$ cat src/rtl/encoder_pkg.sv
// Shared encoder controller types: FSM state, stage index names and default sizes.
package encoder_pkg;
  localparam int NUM_STAGES_DEF = 5;
  localparam int ROUND_W_DEF    = 5;

  localparam int STG_PAR = 0;
  localparam int STG_ROT = 1;
  localparam int STG_PER = 2;
  localparam int STG_REV = 3;
  localparam int STG_RC  = 4;

  typedef enum logic [2:0] {
    ST_IDLE,
    ST_READ,
    ST_LAUNCH,
    ST_WAIT,
    ST_WRITE,
    ST_ERR
  } state_e;
endpackage

$ cat src/rtl/encoder_stage_pick.sv
// Priority search for the next enabled stage above cur_i; wraps to the lowest
// enabled stage when none remain higher.
module encoder_stage_pick
  import encoder_pkg::*;
#(
  parameter int NUM_STAGES = NUM_STAGES_DEF,
  localparam int IDXW = (NUM_STAGES > 1) ? $clog2(NUM_STAGES) : 1
) (
  input  logic [NUM_STAGES-1:0] mask_i,
  input  logic [IDXW-1:0]       cur_i,
  output logic [IDXW-1:0]       nxt_o,
  output logic                  wrap_o,
  output logic                  none_o
);
  logic [IDXW-1:0] lo, hi;
  logic            found;

  always_comb begin
    lo    = '0;
    hi    = '0;
    found = 1'b0;
    // Descending scan: the last hit is the lowest match.
    for (int i = NUM_STAGES - 1; i >= 0; i--) begin
      if (mask_i[i]) begin
        lo = IDXW'(i);
        if (i > int'(cur_i)) begin
          hi    = IDXW'(i);
          found = 1'b1;
        end
      end
    end
    wrap_o = !found;
    nxt_o  = found ? hi : lo;
    none_o = ~|mask_i;
  end
endmodule

$ cat src/rtl/encoder_round_ctrl.sv
// Round sequencer: READ, then rounds of masked stage launches, then WRITE.
// Define STAGE_TIMEOUT_EN to add the per-stage watchdog and ERR state.
module encoder_round_ctrl
  import encoder_pkg::*;
#(
  parameter int NUM_STAGES     = NUM_STAGES_DEF,
  parameter int ROUND_W        = ROUND_W_DEF,
  parameter int TIMEOUT_CYCLES = 1024,
  localparam int IDXW = (NUM_STAGES > 1) ? $clog2(NUM_STAGES) : 1
) (
  input  logic                  clk,
  input  logic                  rst,
  input  logic                  start,
  input  logic [ROUND_W-1:0]    num_rounds,
  input  logic [NUM_STAGES-1:0] stage_mask,
  input  logic [NUM_STAGES-1:0] ready_stage,
  output logic                  ready,
  output logic                  busy,
  output logic                  ld_fr,
  output logic                  ld_fw,
  output logic [NUM_STAGES-1:0] start_stage,
  output logic [IDXW-1:0]       stage_idx,
  output logic [ROUND_W-1:0]    round_idx,
  output logic                  err
);
  state_e                state_q, state_d;
  logic [IDXW-1:0]       stage_q, stage_d, pick_cur, pick_nxt;
  logic [ROUND_W-1:0]    round_q, round_d, nrounds_q, nrounds_d;
  logic [NUM_STAGES-1:0] mask_q, mask_d;
  logic                  pick_wrap, pick_none, rdy_cur, last_round;

`ifdef STAGE_TIMEOUT_EN
  localparam int WD_W = $clog2(TIMEOUT_CYCLES + 1);
  logic [WD_W-1:0] wdog_q, wdog_d;
`else
  logic [31:0] unused_tmo;
  assign unused_tmo = 32'(TIMEOUT_CYCLES);
`endif

  // In READ, searching above the top index yields the lowest enabled stage.
  assign pick_cur   = (state_q == ST_READ) ? IDXW'(NUM_STAGES - 1) : stage_q;
  assign rdy_cur    = ready_stage[stage_q];
  assign last_round = (round_q == nrounds_q - ROUND_W'(1));

  encoder_stage_pick #(.NUM_STAGES(NUM_STAGES)) u_pick (
    .mask_i (mask_q),
    .cur_i  (pick_cur),
    .nxt_o  (pick_nxt),
    .wrap_o (pick_wrap),
    .none_o (pick_none)
  );

  always_comb begin
    state_d   = state_q;
    stage_d   = stage_q;
    round_d   = round_q;
    nrounds_d = nrounds_q;
    mask_d    = mask_q;
    case (state_q)
      ST_IDLE: if (start) begin
        nrounds_d = num_rounds;
        mask_d    = stage_mask;
        state_d   = ST_READ;
      end
      ST_READ: begin
        if (nrounds_q == '0 || pick_none) begin
          state_d = ST_WRITE;
        end else begin
          stage_d = pick_nxt;
          round_d = '0;
          state_d = ST_LAUNCH;
        end
      end
      ST_LAUNCH: if (!rdy_cur) state_d = ST_WAIT;
      ST_WAIT: if (rdy_cur) begin
        stage_d = pick_nxt;
        if (pick_wrap && last_round) begin
          state_d = ST_WRITE;
        end else begin
          state_d = ST_LAUNCH;
          if (pick_wrap) round_d = round_q + ROUND_W'(1);
        end
      end
      ST_WRITE: begin
        stage_d = '0;
        round_d = '0;
        state_d = ST_IDLE;
      end
`ifdef STAGE_TIMEOUT_EN
      ST_ERR: if (start) begin
        stage_d = '0;
        round_d = '0;
        state_d = ST_IDLE;
      end
`endif
      default: state_d = ST_IDLE;
    endcase
`ifdef STAGE_TIMEOUT_EN
    wdog_d = wdog_q;
    if (state_q == ST_LAUNCH || state_q == ST_WAIT) begin
      if (state_q == ST_WAIT && rdy_cur) begin
        wdog_d = '0;
      end else if (wdog_q == WD_W'(TIMEOUT_CYCLES - 1)) begin
        // Fault keeps stage/round pointing at the stuck unit.
        state_d = ST_ERR;
        stage_d = stage_q;
        round_d = round_q;
        wdog_d  = '0;
      end else begin
        wdog_d = wdog_q + WD_W'(1);
      end
    end else begin
      wdog_d = '0;
    end
`endif
  end

  always_ff @(posedge clk or posedge rst) begin
    if (rst) begin
      state_q   <= ST_IDLE;
      stage_q   <= '0;
      round_q   <= '0;
      nrounds_q <= '0;
      mask_q    <= '0;
`ifdef STAGE_TIMEOUT_EN
      wdog_q    <= '0;
`endif
    end else begin
      state_q   <= state_d;
      stage_q   <= stage_d;
      round_q   <= round_d;
      nrounds_q <= nrounds_d;
      mask_q    <= mask_d;
`ifdef STAGE_TIMEOUT_EN
      wdog_q    <= wdog_d;
`endif
    end
  end

  assign ready       = (state_q == ST_IDLE);
  assign busy        = (state_q == ST_READ) || (state_q == ST_LAUNCH) ||
                       (state_q == ST_WAIT) || (state_q == ST_WRITE);
  assign ld_fr       = (state_q == ST_READ);
  assign ld_fw       = (state_q == ST_WRITE);
  assign start_stage = (state_q == ST_LAUNCH && rdy_cur) ?
                       (NUM_STAGES'(1) << stage_q) : '0;
  assign stage_idx   = stage_q;
  assign round_idx   = round_q;
`ifdef STAGE_TIMEOUT_EN
  assign err         = (state_q == ST_ERR);
`else
  assign err         = 1'b0;
`endif
endmodule

$ cat config.mk
export PLATFORM = sky130hd
export DESIGN_NAME = encoder_round_ctrl
export DESIGN_NICKNAME = d
export VERILOG_FILES = /design/src/rtl/encoder_pkg.sv /design/src/rtl/encoder_stage_pick.sv /design/src/rtl/encoder_round_ctrl.sv
export SDC_FILE = /design/constraint.sdc
export NUM_CORES = 1
export LEC_CHECK = 0
export ABC_AREA = 0
export ABC_CLOCK_PERIOD_IN_PS = 7200
export CAP_MARGIN = 15
export CELL_PAD_IN_SITES_DETAIL_PLACEMENT = 1
export CELL_PAD_IN_SITES_GLOBAL_PLACEMENT = 1
export CORE_UTILIZATION = 25
export CTS_BUF_LIST = sky130_fd_sc_hd__clkbuf_8
export CTS_CLUSTER_DIAMETER = 30
export CTS_CLUSTER_SIZE = 40
export DETAILED_ROUTE_END_ITERATION = 12
export PLACE_DENSITY_LB_ADDON = 0.1
export RECOVER_POWER = 100
export SYNTH_ARGS = -nofsm -noshare
export SYNTH_HDL_FRONTEND = slang
export SYNTH_SLANG_ARGS = --single-unit
$ cat constraint.sdc
create_clock -name clk -period 7.2 [get_ports clk]
set_clock_uncertainty 0.2 [all_clocks]
set_input_delay 1.44 -clock clk [delete_from_list [all_inputs] [get_ports clk]]
set_output_delay 1.44 -clock clk [all_outputs]
set_load 0.01 [all_outputs]
==> Word-level counts from Yosys, hierarchy flattened <==
Cells that the tools add are included.
{ "totals": {"ff_bits": 21, "input_bits": 18, "elab_cells": 80} }
{ "classes": {"shifts": 1, "add_sub_neg": 2, "n_lt_le_gt_ge": 5, "mux": 40, "n_eq_ne": 11, "n_reduce_logical": 16} }
{ "ops": {"columns": ["cell", "n"], "rows": [
  ["$mux W3", 22],
  ["$mux W5", 5],
  ["$pmux W5 S3", 1],
  ["$ne A2 B2 Y1 const B", 6],
  ["$pmux W3 S4", 1],
  ["$mux W1", 9],
  ["$pmux W3 S3", 1],
  ["$eq A3 B2 Y1 const B", 2],
  ["$gt A2 B3 Y1 const A", 2],
  ["$reduce_and A3 Y1", 2],
  ["$add A5 B1 Y5 const B", 1],
  ["$eq A5 B5 Y1", 1],
  ["$logic_not A5 Y1", 1],
  ["$reduce_and A5 Y1", 1],
  ["$reduce_or A5 Y1", 1],
  ["$shl A1 B3 Y5 const A", 1],
  ["$sub A5 B1 Y5 const B", 1],
  ["$logic_or A1 B1 Y1", 4],
  ["$lt A3 B4 Y1 const B", 1],
  ["$bmux W1 S3", 1],
  ["$eq A3 B1 Y1 const B", 1],
  ["$eq A3 B3 Y1 const B", 1],
  ["$gt A1 B3 Y1 const A", 1],
  ["$gt A3 B3 Y1 const A", 1],
  ["other kinds (5)", 7]
]} }

==> Logic depth before layout (Yosys ltp) <==
Gate-level depths: netlist (run 1).
{ "depth": {"ltp_word": 16, "mapped_depth": 8} }

==> Modules after synthesis <==
A second synthesis (run 1) with hierarchy kept.
{ "hier_totals": {"hier_cells": 159, "area_unflattened_um2": 1463.9} }
{ "modules_own_cells": {"columns": ["module", "n_inst", "seq_area_each_um2", "area_each_um2", "cells_each"], "rows": [
  ["encoder_round_ctrl", 1, 525.5, 1320.0, 135],
  ["encoder_stage_pick", 1, 0.0, 143.9, 24]
]} }

==> Worst setup path after synthesis (run 1) <==
No wires, ideal clock.
{ "synth_path": {"path_kind": "input to output", "start": "input port ready_stage[1]", "end": "output port start_stage[1]", "cell_stages": 4, "setup_slack_ps": 3284, "path_buffers": 0, "t_required_ps": 5560, "arrival_ps": 2276, "path_cell_list": "mux4_2 -> nor2b_4 -> nand3_1 -> nor3b_1"} }
{ "synth_between": {"elab_chain_len": 4} }
{ "synth_rtl": {"columns": ["item", "line", "text"], "rows": [
  ["start, declared", "encoder_round_ctrl.sv:16", "input logic [NUM_STAGES-1:0] ready_stage,"],
  ["$bmux W1 S3", "encoder_round_ctrl.sv:42", "assign rdy_cur = ready_stage[stage_q];"],
  ["$mux W1 (not written as such)", "encoder_round_ctrl.sv:42", null],
  ["$logic_and A1 B1 Y1", "encoder_round_ctrl.sv:145", "assign start_stage = (state_q == ST_LAUNCH && rdy_cur) ?"],
  ["$mux W5", "encoder_round_ctrl.sv:145", null],
  ["end, declared", "encoder_round_ctrl.sv:21", "output logic [NUM_STAGES-1:0] start_stage,"]
]} }
Every way passes these cells. The select of a mux whose other input is x is not followed.

==> Final worst setup path (run 1) <==
{ "layout_path": {"start": "input port ready_stage[3]", "end": "output port start_stage[1]"} }
The elaborated chain is that of the path after synthesis.

==> results.toml, run 1 <==
[floorplanning]
start_util_pct = 26.0
row_count = 27
die_h_um = 77.9
core_area_um2 = 5540
dieArea_um2 = 6060
num_io_pins = 36
die_w_um = 77.9

[logic_synthesis]
syn_inst = 152
syn_area_per_cell_um2 = 9.47
synth_ff_type = "dfrtp_1"
async_reset_ff_share_pct = 100
yosysSeqAreaShare_pct = 36.5
synth-edff-count = 0
synth.distinct_cells = 54
syn_nets = 173
syn_area_um2 = 1440
yosysWarnings = 0
synth-seq-cells = 21

[global_routing]
grt_pass1_wl_um = 6440
grt.total_usage_pct = 13.5
grt_pass1_vias = 1318
gr-total-overflow = 0
antenna_found_initial = 0
grt_max_degree = 22

[critical_path]
path_cells = "dlygate4sd3_1 -> mux4_2 -> nor2b_1 -> nand3_1 -> nor3b_1 -> dlygate4sd3_1"
required_ns = 5.56
cpMaxStageDelayCell = "dlygate4sd3_1"
setup.worst_path.class = "in -> out"
crit_path_frequent_cell = "dlygate4sd3_1"
worstPathMaxFanout = 4
arrival_ns = 3.44
cpPeakStageDelay_ns = 0.62
start_kind = "input pin"
crit_path_end_kind = "primary output"

[power_and_ir_drop]
swShare_pct = 45.2
switchingPower_uw = 337
internal_power_uw = 409
peakVddDrop_mv = 0.158
power_density_nw_per_um2 = 404
seq_power_share_pct = 33.8
leakagePower_nw = 0.813
p_clk_share_pct = 10.5
power_frac_comb_pct = 55.7

[clock_network]
cts_buffer_depth = 2
hold_buffers = 0
cts_buffers = 3
clk_pin_slew_ns = 0.08
cts_tree = "built"
cts_setup_buffers = 0
h-tree-depth = 1
clock_latency_ns = 0.26
cts_root_buf = "clkbuf_8"
post_cts_resized = 0
clock-sinks = 21

[timing]
fin_tns_setup_ns = 0
rsz0062_at_grt = "no"
drv_slew = 0
tightest_slew_ns = 0.822
relSlewSlack_pct = 45.1
fin_crit_sh_pct = 70.6
min_period_ns = 5.08
clock.fmax_ghz = 0.197
finalHoldViolCount = 0
setup_viol = 0

[layout]
final_nets = 205
finalNonFillerCells = 255
insertedDiodeCount = 0
layout-drive-gt1-share_pct = 5.46
area_delta_synth_final_pct = 28.3

[detailed_routing]
ant_nets = 0
vias_per_cell = 4.91
wl_um = 3690
wl_per_cell_um = 14.5
drc_errors = 0
dr.pass1.iters = 4
vias = 1251
first_iter_violations = 36

[job]
cap_violations = 0

[placed_design]
place.gp.congestion = 0.738
numPortBuffers = 34
place_inst = 251
hpwl_um = 2890

[outcome]
status = "finished, final reports clean"

[min_path]
hold_class = "reg -> reg"
kinds of logic (layout without fill, tap and decap cells):
group           Yosys count  count (layout)  share of synthesized area, %
buf+inv                  14              45                          4.61
compound gates           34              34                          18.7
xor+xnor                  6               6                          3.65
other cells               1               1                         0.261
fa+ha+maj                 3               3                          2.61
mux                      13              13                          10.9
simple gates             60              60                          22.8
flops                    21              21                          36.5
cell usage in the layout (no fill, tap or decap), types with 2 or more instances in the layout:
cell	netlist	routed
a2111oi_0	0	2
a21oi_1	5	6
a22o_1	3	3
a22oi_1	2	2
a31o_1	2	2
a32o_1	2	2
and3_1	2	2
clkbuf_8	0	3
clkdlybuf4s50_1	0	14
dfrtp_1	21	21
dlygate4sd3_1	0	20
ha_1	3	3
inv_1	7	7
mux2_1	10	10
nand2_1	10	10
nand2b_1	2	2
nand3_1	3	3
nand4_1	2	2
nor2_1	15	15
nor2b_1	3	5
nor3_1	8	8
nor4_1	2	2
o21ai_0	6	6
o21ai_1	2	2
xnor2_1	4	4
xor2_1	2	2
final timing paths:
kind / slack (ns) / end / depth (start not counted) / from
worst max-delay path: 2.12 / start_stage[1] / 6 / ready_stage[3]
worst min-delay path: 0.34 / mask_q[0]$_DFFE_PP0P_ / 1 / mask_q[0]$_DFFE_PP0P_
worst max register to register: 4.49 / round_idx[4]$_DFFE_PP0P_ / 6 / stage_idx[0]$_DFFE_PP0P_
worst min register to register: 0.34 / mask_q[0]$_DFFE_PP0P_ / 1 / mask_q[0]$_DFFE_PP0P_
max in group asynchronous: 4.72 / round_idx[2]$_DFFE_PP0P_ / 2 / rst
min in group asynchronous: 1.57 / nrounds_q[2]$_DFFE_PP0P_ / 2 / rst
registers in the layout, indices dropped and copies added, names as in the netlist:
signal and flops:
nrounds_q 5, state_q 3, stage_idx 3, mask_q 5, round_idx 5
metrics by stage:
step | setup WS, ns | utilization, % | area (µm²) | hold WS [ns] | total power, mW
after detailed placement | 2.30 | 33.0 | 1830 | 0.331 | 0.708
after global placement | 2.37 | 33.0 | 1830 | 0.339 | 0.694
after CTS | 2.30 | 33.9 | 1880 | 0.350 | 0.792
final | 2.12 | 33.3 | 1850 | 0.342 | 0.745
after floorplan | 3.28 | - | 1440 | 0.294 | 0.563
after global routing | 2.04 | 33.3 | 1850 | 0.389 | 0.825
routing by layer:
layer | up-vias | wire (µm) | track usage (%)
met2 | 29 | 1830 | 23.5
met4 | 0 | 19 | 2.26
met5 | - | 0 | 0
met3 | 2 | 150 | 2.94
met1 | 605 | 1690 | 17.1
li1 | 615 | - | -
critical path, delay by kind of cell:
kind | cells | cell delay (ns)
buffers and inverters | 2 | 1.16
muxes | 1 | 0.47
and+or+nand+nor | 3 | 0.37
synth_stat cells, types with 2 or more instances:
library cell | number | area share, %
nand2_1 | 10 | 2.6
and3_1 | 2 | 0.87
nor2b_1 | 3 | 1.3
ha_1 | 3 | 2.6
nor3_1 | 8 | 2.8
nand4_1 | 2 | 0.87
a22o_1 | 3 | 1.8
a22oi_1 | 2 | 1.0
mux2_1 | 10 | 7.8
a21oi_1 | 5 | 1.7
nor4_1 | 2 | 0.87
xnor2_1 | 4 | 2.4
buf_1 | 2 | 0.52
nand2b_1 | 2 | 0.87
inv_1 | 7 | 1.8
nor2_1 | 15 | 3.9
dfrtp_1 | 21 | 37
o21ai_0 | 6 | 2.1
nand3_1 | 3 | 1.0
a31o_1 | 2 | 1.2
and2_1 | 2 | 0.87
nor2b_4 | 2 | 1.9
buf_2 | 2 | 0.70
o21ai_1 | 2 | 0.70
xor2_1 | 2 | 1.2
a32o_1 | 2 | 1.4
final cells by class:
cell class | instances | area [µm²]
Sequential cell | 21 | 526
Fill cell | 657 | 3690
Tap cell | 72 | 90.1
Clock buffer | 3 | 41.3
Inverter | 7 | 26.3
Timing Repair Buffer | 34 | 340
Multi-Input combinational cell | 117 | 817
Clock inverter | 1 | 5.00
power groups by stage:
stage	Clock [mW]	Sequential, mW	Combinational [mW]
final	0.0780	0.252	0.415
after global routing	0.0877	0.269	0.468
after CTS	0.0830	0.257	0.452
after detailed placement	0	0.260	0.449
after global placement	0	0.257	0.438
after floorplan	0	0.222	0.341
Power figures use the tool's default switching activity.
==> run 2: changes to the inputs <==
--- a/config.mk
+++ b/config.mk
@@ -6,7 +6,7 @@
 export NUM_CORES = 1
 export LEC_CHECK = 0
 export ABC_AREA = 0
-export ABC_CLOCK_PERIOD_IN_PS = 7200
+export ABC_CLOCK_PERIOD_IN_PS = 4200
 export CAP_MARGIN = 15
 export CELL_PAD_IN_SITES_DETAIL_PLACEMENT = 1
 export CELL_PAD_IN_SITES_GLOBAL_PLACEMENT = 1
==> constraint.sdc (replaced) <==
create_clock -name clk -period 4.2 [get_ports clk]
set_clock_uncertainty 0.2 [all_clocks]
set_input_delay 0.84 -clock clk [delete_from_list [all_inputs] [get_ports clk]]
set_output_delay 0.84 -clock clk [all_outputs]
set_load 0.01 [all_outputs]
==> results of run 2 <==
Same layout as run 1 (identical final DEF). Status: finished, final reports clean.
Main changes from that run: setup slack after placement 2.30 ns -> 0.505 ns; setup slack after layout 2.12 ns -> 0.316 ns; register-to-register setup slack 4.49 ns -> 1.49 ns; total power 0.745 mW -> 1.28 mW; worst IR drop on VDD 0.158 mV -> 0.270 mV
==> run 3: changes to the inputs <==
--- a/config.mk
+++ b/config.mk
@@ -19,4 +19,5 @@
 export RECOVER_POWER = 100
 export SYNTH_ARGS = -nofsm -noshare
 export SYNTH_HDL_FRONTEND = slang
+export SYNTH_HIERARCHICAL = 1
 export SYNTH_SLANG_ARGS = --single-unit
==> run 3 against run 2 <==
  * Cell count is 2.7% higher
  * Die area is 1.7% higher
  * Final area is 2.4% higher
  * Synthesized cell count is 4.6% higher
  * Sequential cell count stayed put
  * Power hardly changed
  * Utilization is 0.58 points higher
  * Global-route usage is 0.28 points lower
  * Non-clock buffer count stayed put
  * Hold slack better by 0.014 ns
  * Clock-buffer cell count stayed put
==> results.toml, run 3 <==
[power_and_ir_drop]
power_density_nw_per_um2 = 676
finalPower_mw = 1.28
peakVddDrop_mv = 0.218
leakagePower_nw = 0.789

[timing]
fin_crit_sh_pct = 83.0
min_period_ns = 3.49
relSlewSlack_pct = 42.0
fin_tns_setup_ns = 0
setup_viol = 0
finalHoldViolCount = 0
drv_slew = 0
whs_ns = 0.356
rsz0062_at_grt = "no"
clock.fmax_ghz = 0.287
tightest_slew_ns = 0.868

[clock_network]
cts_tree = "built"
clock_latency_ns = 0.26
hold_buffers = 0
clk_pin_slew_ns = 0.08
cts_setup_buffers = 0
cts_buffer_depth = 2
cts_root_buf = "clkbuf_8"
cts_buffers = 3
post_cts_resized = 0
clock-sinks = 21
h-tree-depth = 1

[critical_path]
rr_endpoint = "round_idx[2]$_DFFE_PP0P_"
crit_path_end_kind = "primary output"
arrival_ns = 2.45
r2r_slack_ns = 1.01
worstPathMaxFanout = 5
start_kind = "input pin"
required_ns = 3.16
rr_worst_depth = 10
rr_startpoint = "state_q[2]$_DFFE_PP0P_"
setup.worst_path.class = "in -> out"

[global_routing]
grt_pass1_wl_um = 6440
grt_max_degree = 22
grt_pass1_vias = 1298
gr-total-overflow = 0
grt.total_usage_pct = 13.2
antenna_found_initial = 0

[layout]
insertedDiodeCount = 0
final_cell_area_um2 = 1890
layout_commonest_cell = "dfrtp_1"
layout-drive-gt1-share_pct = 8.42
finalNonFillerCells = 262
final_nets = 211
layout_common_cells = "dfrtp_1 (21), dlygate4sd3_1 (19), clkdlybuf4s50_1 (15)"
fill_cells = 655
area_delta_synth_final_pct = 29.1

[logic_synthesis]
yosysWarnings = 6
yosysSeqAreaShare_pct = 35.9
yosys.area.top_type = "dfrtp_1"
syn_area_per_cell_um2 = 9.21
syn_inst = 159
synth_ff_type = "dfrtp_1"
synth.distinct_cells = 57
synth.area.top_cells = "dfrtp_1 (36%), mux2_2 (6.9%), nor2_1 (3.3%)"
synth_top_area_share_pct = 35.9
synthTopCellsByCount = "dfrtp_1 (21), nor2_1 (13), inv_1 (12)"
synth.most_common_cell = "dfrtp_1"
async_reset_ff_share_pct = 100
synth-edff-count = 0
synth-seq-cells = 21
syn_nets = 179
syn_area_um2 = 1460

[placed_design]
place.gp.congestion = 0.802
numPortBuffers = 34
place_area_um2 = 1850
place_inst = 258
hpwl_um = 3030

[detailed_routing]
wl_um = 3950
ant_nets = 0
vias = 1311
dr.pass1.iters = 4
vias_per_cell = 5.00
drc_errors = 0
first_iter_violations = 75
wl_per_cell_um = 15.1

[min_path]
hold_depth = 1
min_from = "mask_q[4]$_DFFE_PP0P_"
hold_end = "mask_q[4]$_DFFE_PP0P_"
hold_class = "reg -> reg"

[job]
cap_violations = 0

[floorplanning]
die_w_um = 78.5
num_io_pins = 36
core_area_um2 = 5570
dieArea_um2 = 6170
row_count = 27
start_util_pct = 26.3
die_h_um = 78.5

[outcome]
status = "finished, final reports clean"
## run 3: cell types whose count changed in the layout (fill, tap and decap cells not counted), sizes merged, moves of 3 or more
cell	change
a22o	-3
inv	+6
o21ai	-4
nor2	-3
nor4b	+3
## run 3: layout make-up
cell class	instances	area (µm²)	share of cell area (%)
sequential	21	526	27.8
clock inverter	1	3.75	0.199
clock buffer	3	41.3	2.19
multi-input combinational	119	843	44.6
inverter	12	45.0	2.38
timing repair buffer	34	340	18.0
tap	72	90.1	4.77
## run 3: critical path: stages
cell	delay [ns]
clkdlybuf4s50_1	0.45
mux2_1	0.12
nand3b_1	0.16
nor3_1	0.24
dlygate4sd3_1	0.63
## run 3: through the flow
stage	util, %	worst slack, ns
2_1_floorplan	-	1.58
3_3_place_gp	33.2	0.835
3_5_place_dp	33.2	0.762
4_1_cts	34.0	0.751
5_1_grt	33.9	0.644
6_report	33.9	0.714
## run 3: where the power goes
part	switching, mW	internal [mW]
Sequential	0.128	0.289
Combinational	0.375	0.347
Clock	0.0739	0.0653
## run 3: logic make-up (layout without fill, tap and decap cells)
family,count (synthesis),after routing,share of synthesized area (%)
AO/OA/AOI/OAI,32,32,17.4
AND/OR/NAND/NOR,64,64,24.6
multiplexers,13,13,9.74
adder cells (fa/ha/maj),2,2,1.71
flip-flops,21,21,35.9
other,1,1,0.256
XOR/XNOR,7,7,4.19
buffers and inverters,19,50,6.24
## run 3: layer usage
metal  up-vias  routed length [µm]  track usage (%)
met2        35                1870             21.6
met1       635                1920             18.0
li1        639                   -                -
met3         2                 148             1.86
met4         0                  25             3.52
met5         -                   0                0
## run 3: worst max path at each step
stage	from	end	slack, ns	cells past startpoint
global placement	ready_stage[3]	start_stage[3]	0.84	5
detailed placement	ready_stage[3]	start_stage[3]	0.76	5
finish	ready_stage[3]	start_stage[3]	0.71	5
CTS	ready_stage[3]	start_stage[3]	0.75	5
floorplan	state_q[2]$_DFFE_PP0P_	round_idx[2]$_DFFE_PP0P_	1.58	10
global route	state_q[1]$_DFFE_PP0P_	start_stage[0]	0.64	5
